==> src/rtl/master_slave_pkg.sv <==
// master_slave_pkg: {s,r} command encoding and master next-state decode.
// MASTER_SLAVE_TOGGLE_EN selects JK toggle for s=r=1 instead of hold.
package master_slave_pkg;
    typedef enum logic [1:0] {HOLD = 2'b00, CLR = 2'b01, SET = 2'b10, BOTH = 2'b11} cmd_e;
`ifdef MASTER_SLAVE_TOGGLE_EN
    localparam bit TOGGLE_EN = 1'b1;
`else
    localparam bit TOGGLE_EN = 1'b0;
`endif
    function automatic logic next_master(input cmd_e cmd, input logic m, input logic q);
        return cmd == CLR ? 1'b0 : cmd == SET ? 1'b1 : (cmd == BOTH && TOGGLE_EN) ? ~q : m;
    endfunction
endpackage

==> src/rtl/master_slave_ff_stage.sv <==
// ms_stage: one-bit master/slave SR (or JK with MASTER_SLAVE_TOGGLE_EN) stage.
module ms_stage import master_slave_pkg::*; #(
    parameter logic RST_VAL = 1'b0
) (
    input  logic clk,
    input  logic rst,
    input  logic s,
    input  logic r,
    output logic master_q,
    output logic qn,
    output logic illegal
);
    logic slave, rst_q;
    always_ff @(posedge clk) begin
        if (rst) begin
            master_q <= RST_VAL;
            rst_q    <= 1'b1;
        end else begin
            master_q <= next_master(cmd_e'({s, r}), master_q, qn);
            rst_q    <= 1'b0;
        end
    end
    always_ff @(negedge clk)
        slave <= master_q;
    // Reset must reach qn at the rising edge, before the slave next copies the master.
    assign qn = rst_q ? RST_VAL : slave;
`ifdef MASTER_SLAVE_TOGGLE_EN
    assign illegal = 1'b0;
`else
    always_ff @(posedge clk)
        illegal <= rst ? 1'b0 : s & r;
`endif
endmodule

==> src/rtl/master_slave_ff.sv <==
// master_slave_ff: WIDTH independent master/slave flip-flops.
// MASTER_SLAVE_TOGGLE_EN: s=r=1 toggles (JK); otherwise holds and flags illegal.
module master_slave_ff #(
    parameter int WIDTH = 1,
    parameter logic [WIDTH-1:0] RESET_VAL = '0
) (
    input  logic             clk,
    input  logic             rst,
    input  logic [WIDTH-1:0] s,
    input  logic [WIDTH-1:0] r,
    output logic [WIDTH-1:0] qn,
    output logic [WIDTH-1:0] qn_bar,
    output logic [WIDTH-1:0] master_q,
    output logic [WIDTH-1:0] illegal
);
    for (genvar i = 0; i < WIDTH; i++) begin : g_bit
        ms_stage #(.RST_VAL(RESET_VAL[i])) u_stage (
            .clk(clk),
            .rst(rst),
            .s(s[i]),
            .r(r[i]),
            .master_q(master_q[i]),
            .qn(qn[i]),
            .illegal(illegal[i])
        );
    end
    assign qn_bar = ~qn;
endmodule

==> config.mk <==
export PLATFORM = sky130hd
export DESIGN_NAME = master_slave_ff
export DESIGN_NICKNAME = d
export VERILOG_FILES = /design/src/rtl/master_slave_pkg.sv /design/src/rtl/master_slave_ff_stage.sv /design/src/rtl/master_slave_ff.sv
export SDC_FILE = /design/constraint.sdc
export NUM_CORES = 1
export LEC_CHECK = 0
export BUFFER_PORTS_ARGS = -buffer_cell sky130_fd_sc_hd__buf_4
export CAP_MARGIN = 25
export CORE_AREA = 10 10 47 49
export DETAILED_ROUTE_END_ITERATION = 12
export DIE_AREA = 0 0 57 59
export MAX_ROUTING_LAYER = met4
export PLACE_DENSITY_LB_ADDON = 0.1
export SYNTH_ARGS = -nofsm -noshare
export SYNTH_HDL_FRONTEND = slang
export SYNTH_HIERARCHICAL = 1
export SYNTH_SLANG_ARGS = --single-unit
==> constraint.sdc <==
create_clock -name clk -period 1.3 [get_ports clk]
set_input_delay 0.26 -clock clk [delete_from_list [all_inputs] [get_ports clk]]
set_output_delay 0.26 -clock clk [all_outputs]
set_load 0.02 [all_outputs]
Word level (Yosys, flattened, before mapping):

Cells that the tools add are included.

* bits in registers: 4
* output and inout bits: 4
* input port bits: 4

* reduce and logical (&&, ||, !) cells: 1
* bitwise gates (word level): 2
* eq/ne operators: 2
* multiplexer cells: 2

Operators with widths (count)
* == test 2 x 1 -> 1 bit, second input constant: 1
* == test 2 bit, second input constant: 1
* 2-to-1 mux 1 bit: 2
* OR reduction 2 bit: 1
* bitwise AND 1 bit: 1
* inverter 1 bit: 1

Logic depth before layout (Yosys ltp):

* depth after elaboration: 2
* depth in mapped cells: 2
* depth with buffers taken out: 2

Modules after synthesis:

The synthesis kept the hierarchy.

By module, submodules not included
* ms_stage: instances 1, cells each 12, area an instance 125.1 um^2, sequential area each 80.1 um^2
* master_slave_ff: instances 1, cells each 1, area an instance 3.8 um^2, sequential area each 0.0 um^2

==> metrics.md <==
| Metric | Value |
|---|---|
| Outcome | `complete, but fails checks` |
| Failing checks | `negative setup slack` |
| Share of layout cells above drive strength 1 | `between 50 and 60%` |
| Clock tree root buffer cell | `clkbuf_4` |
| PortBufs | `7` |
| Top-count cell post-synth | `dfxtp_1` |
| Synth area leaders | `dfxtp_1 (62%), nand2b_1 (9.7%), nor2b_2 (6.8%)` |
| Final instance area | `~240 um^2` |
| Critical path endpoint category | `output pin` |
| Share of the synthesized area in the top cell type | `62.1%` |
| Pwr/cell area | `between 1000 and 1500 nW/um^2` |
| Met1 WL | `110 um` |
| Setup CP Type | `reg -> out` |
| Final Util | `between 10% and 20%` |
| Layout area overhead | `85.4%` |
| Core Area | `between 1000 and 1500 um^2` |
| Syn Inst Count | `13` |
| Top Metal Used | `met4` |
| Slew headroom | `around nine tenths` |
| Global route overflow | `0` |
| Vias in the first global route | `140` |
| DP HPWL | `roughly 260 um` |
| Hold Crit Endpoint | `g_bit[0].u_stage/rst_q$_DFF_P_` |
| Power share of the combinational group | `a little over a tenth` |
| Syn_area_per_cell | `just under 10 um^2` |
| Final slew viol count | `0` |
| Worst path arrival time | `between 1.5 and 2 ns` |
| Post-placement cell count | `36` |
| Overall Power | `0.356 mW` |
| Initial Utilization | `about 9.2%` |
| # DRC | `0` |
| Critical path startpoint | `g_bit[0].u_stage/slave$_DFF_N_` |
| Die width | `about 57 um` |
| Post-synthesis cell type count | `8` |
| Ant diodes | `0` |
| Sw Share | `a little under a quarter` |
| Synthesized area | `129 um^2` |
| Die area | `3360 um^2` |
| Hold Path Class | `in -> reg` |
| CP max stage delay | `0.30 ns` |
| Clk pwr share | `around 52%` |
| Worst skew pair latency | `approximately 0.29 ns` |
| R2R Path Start | `g_bit[0].u_stage/master_q$_SDFFE_PP0N_` |
| Initial antenna violation count | `0` |
| Worst Hold Path Cells | `1` |
| Cell-internal power | `around 0.27 mW` |
| Worst-path maximum fanout | `2` |
| Post-Route WL | `approximately 330 um` |
| Clock buffer count from CTS | `3` |
| Average via count per standard cell | `roughly 2.9` |
| Final setup margin | `-0.489 ns` |
| DP Area | `between 200 and 250 um^2` |
| Worst slew pin tran | `between 0.1 and 0.15 ns` |
| RSZ-0062 raised after global routing | `true` |
| Cells on worst reg2reg path | `0` |
| Largest area contributor in the netlist | `dfxtp_1` |
| CP Cell Sequence | `nor2b_4 -> inv_2 -> buf_6` |
| Register area share after synthesis | `around 62%` |
| Largest net degree at the start of global routing | `5` |
| Post-synthesis async set-or-reset flop share | `0%` |
| RR Endpoint | `g_bit[0].u_stage/slave$_DFF_N_` |
| Clk_skew | `between 0.05 and 0.06 ns` |
| Peak VDD IR | `about 270 uV` |
| Global-route wire length before repair | `between 500 and 600 um` |
| Mapped Nets | `17` |
| Drt pass-1 iters | `2` |
| Setup repair bufs after CTS | `0` |
| Place WS | `-0.218 ns` |
| WP data required | `about 1.0 ns` |
| Final #Nets | `29` |
| Most instantiated cells after synthesis | `dfxtp_1 (4), inv_1 (2), nand2b_1 (2)` |
| CTS sink count | `4` |
| Crit-path slowest cell | `dfxtp_1` |
| EDFF count, synth | `0` |
| Psw | `roughly 0.084 mW` |
| Die height | `59 um` |
| Row cnt | `14` |
| DR WL met3 | `around 47 um` |
| GP Congestion | `0.607` |
| YS warnings | `6` |
| Final setup viols | `2` |
| CP Launch Type | `register` |
| Max_cap viols | `0` |
| Seq pwr share | `approximately 38%` |
| Tot GR Track Use | `about 3.1%` |
| Hold path startpoint | `rst` |
| Clock slew at the register clock pins of the worst setup and hold paths | `approximately 0.040 ns` |
| I/O pin total | `8` |
| Post-DRT Antenna Nets | `0` |
| FF+latch count, synth | `4` |
| Fin. Hold Viols | `0` |
| R2R Setup Slk | `approximately 0.27 ns` |
| Drt wl/cell | `8.25 um` |
| CTS Buffer Depth | `2` |
| Main synth FF type | `dfxtp_1` |
| Leak | `0.108 nW` |
| Post-Layout Cell Count | `40` |
| WP buf/inv | `2` |
| Via count | `around 120` |
| Top delay family on crit path | `flip-flops` |
| Initial DRC count | `1` |
| Met2 wire length | `roughly 150 um` |
| H-tree levels | `1` |
| CTS tree | `built` |
worst max path at each step:
stage / end / slack, ns / cells after the start
2_1_floorplan: qn_bar / -0.19 / 2
3_3_place_gp: qn_bar / -0.21 / 3
3_5_place_dp: qn_bar / -0.22 / 3
4_1_cts: qn_bar / -0.51 / 3
5_1_grt: qn_bar / -0.55 / 3
6_report: qn_bar / -0.49 / 3
timing repair:
action	in CTS	in global routing
hold endpoints to repair	0	0
pin swaps	0	0
setup endpoints to repair	2	2
hold buffers	0	0
gates resized for setup	1	0
layout by cell type, fill, tap and decap left out:
| master | count |
|---|---|
| inv_1 | 1 |
| dfxtp_1 | 4 |
| inv_2 | 1 |
| nand2b_1 | 2 |
| nor2_1 | 1 |
| clkbuf_1 | 1 |
| buf_6 | 1 |
| nor2b_2 | 1 |
| o22ai_1 | 1 |
| buf_4 | 6 |
| nand2_1 | 1 |
| nor2b_4 | 1 |
| clkbuf_4 | 3 |
per-layer routing:
layer  up-vias  GRT usage, %
met2         7          2.48
met5         -             -
li1         60             -
met1        48          2.01
met3         2          2.79
met4         0          8.05
area by class of cell:
type,instances,area [um^2]
clock inverters,1,3.75
well taps,16,20.0
multi-input cells,7,48.8
clock buffers,4,26.3
inverters,1,3.75
flip-flops and latches,4,80.1
fillers,165,1160
repair buffers,7,56.3
power by group through the flow:
stage          combinational [mW]  sequential, mW  clock [mW]
2_1_floorplan              0.0136           0.140     0.00963
3_3_place_gp               0.0380           0.136     0.00963
3_5_place_dp               0.0382           0.136     0.00963
4_1_cts                    0.0394           0.134       0.196
5_1_grt                    0.0425           0.135       0.215
6_report                   0.0386           0.134       0.183
through the flow:
stage | TNS (ns) | hold slack [ns]
finish | -0.966 | 0.150
detailed placement | -0.407 | 0.396
CTS | -1.00 | 0.136
global placement | -0.388 | 0.394
floorplan | -0.294 | 0.288
global route | -1.09 | 0.135
sequential cells by signal (all words and copies together), names as in the netlist:
register                count
g_bit.u_stage/illegal       1
g_bit.u_stage/master_q      1
g_bit.u_stage/slave         1
g_bit.u_stage/rst_q         1
logic make-up (layout without fill, tap and decap cells):
| family | Yosys count | count (layout) | share of synthesized area (%) |
|---|---|---|---|
| AND/OR/NAND/NOR | 6 | 6 | 27.2 |
| buffers and inverters | 2 | 13 | 5.83 |
| AO/OA/AOI/OAI | 1 | 1 | 4.86 |
| flip-flops | 4 | 4 | 62.1 |
(Power assumes the default switching activity.)
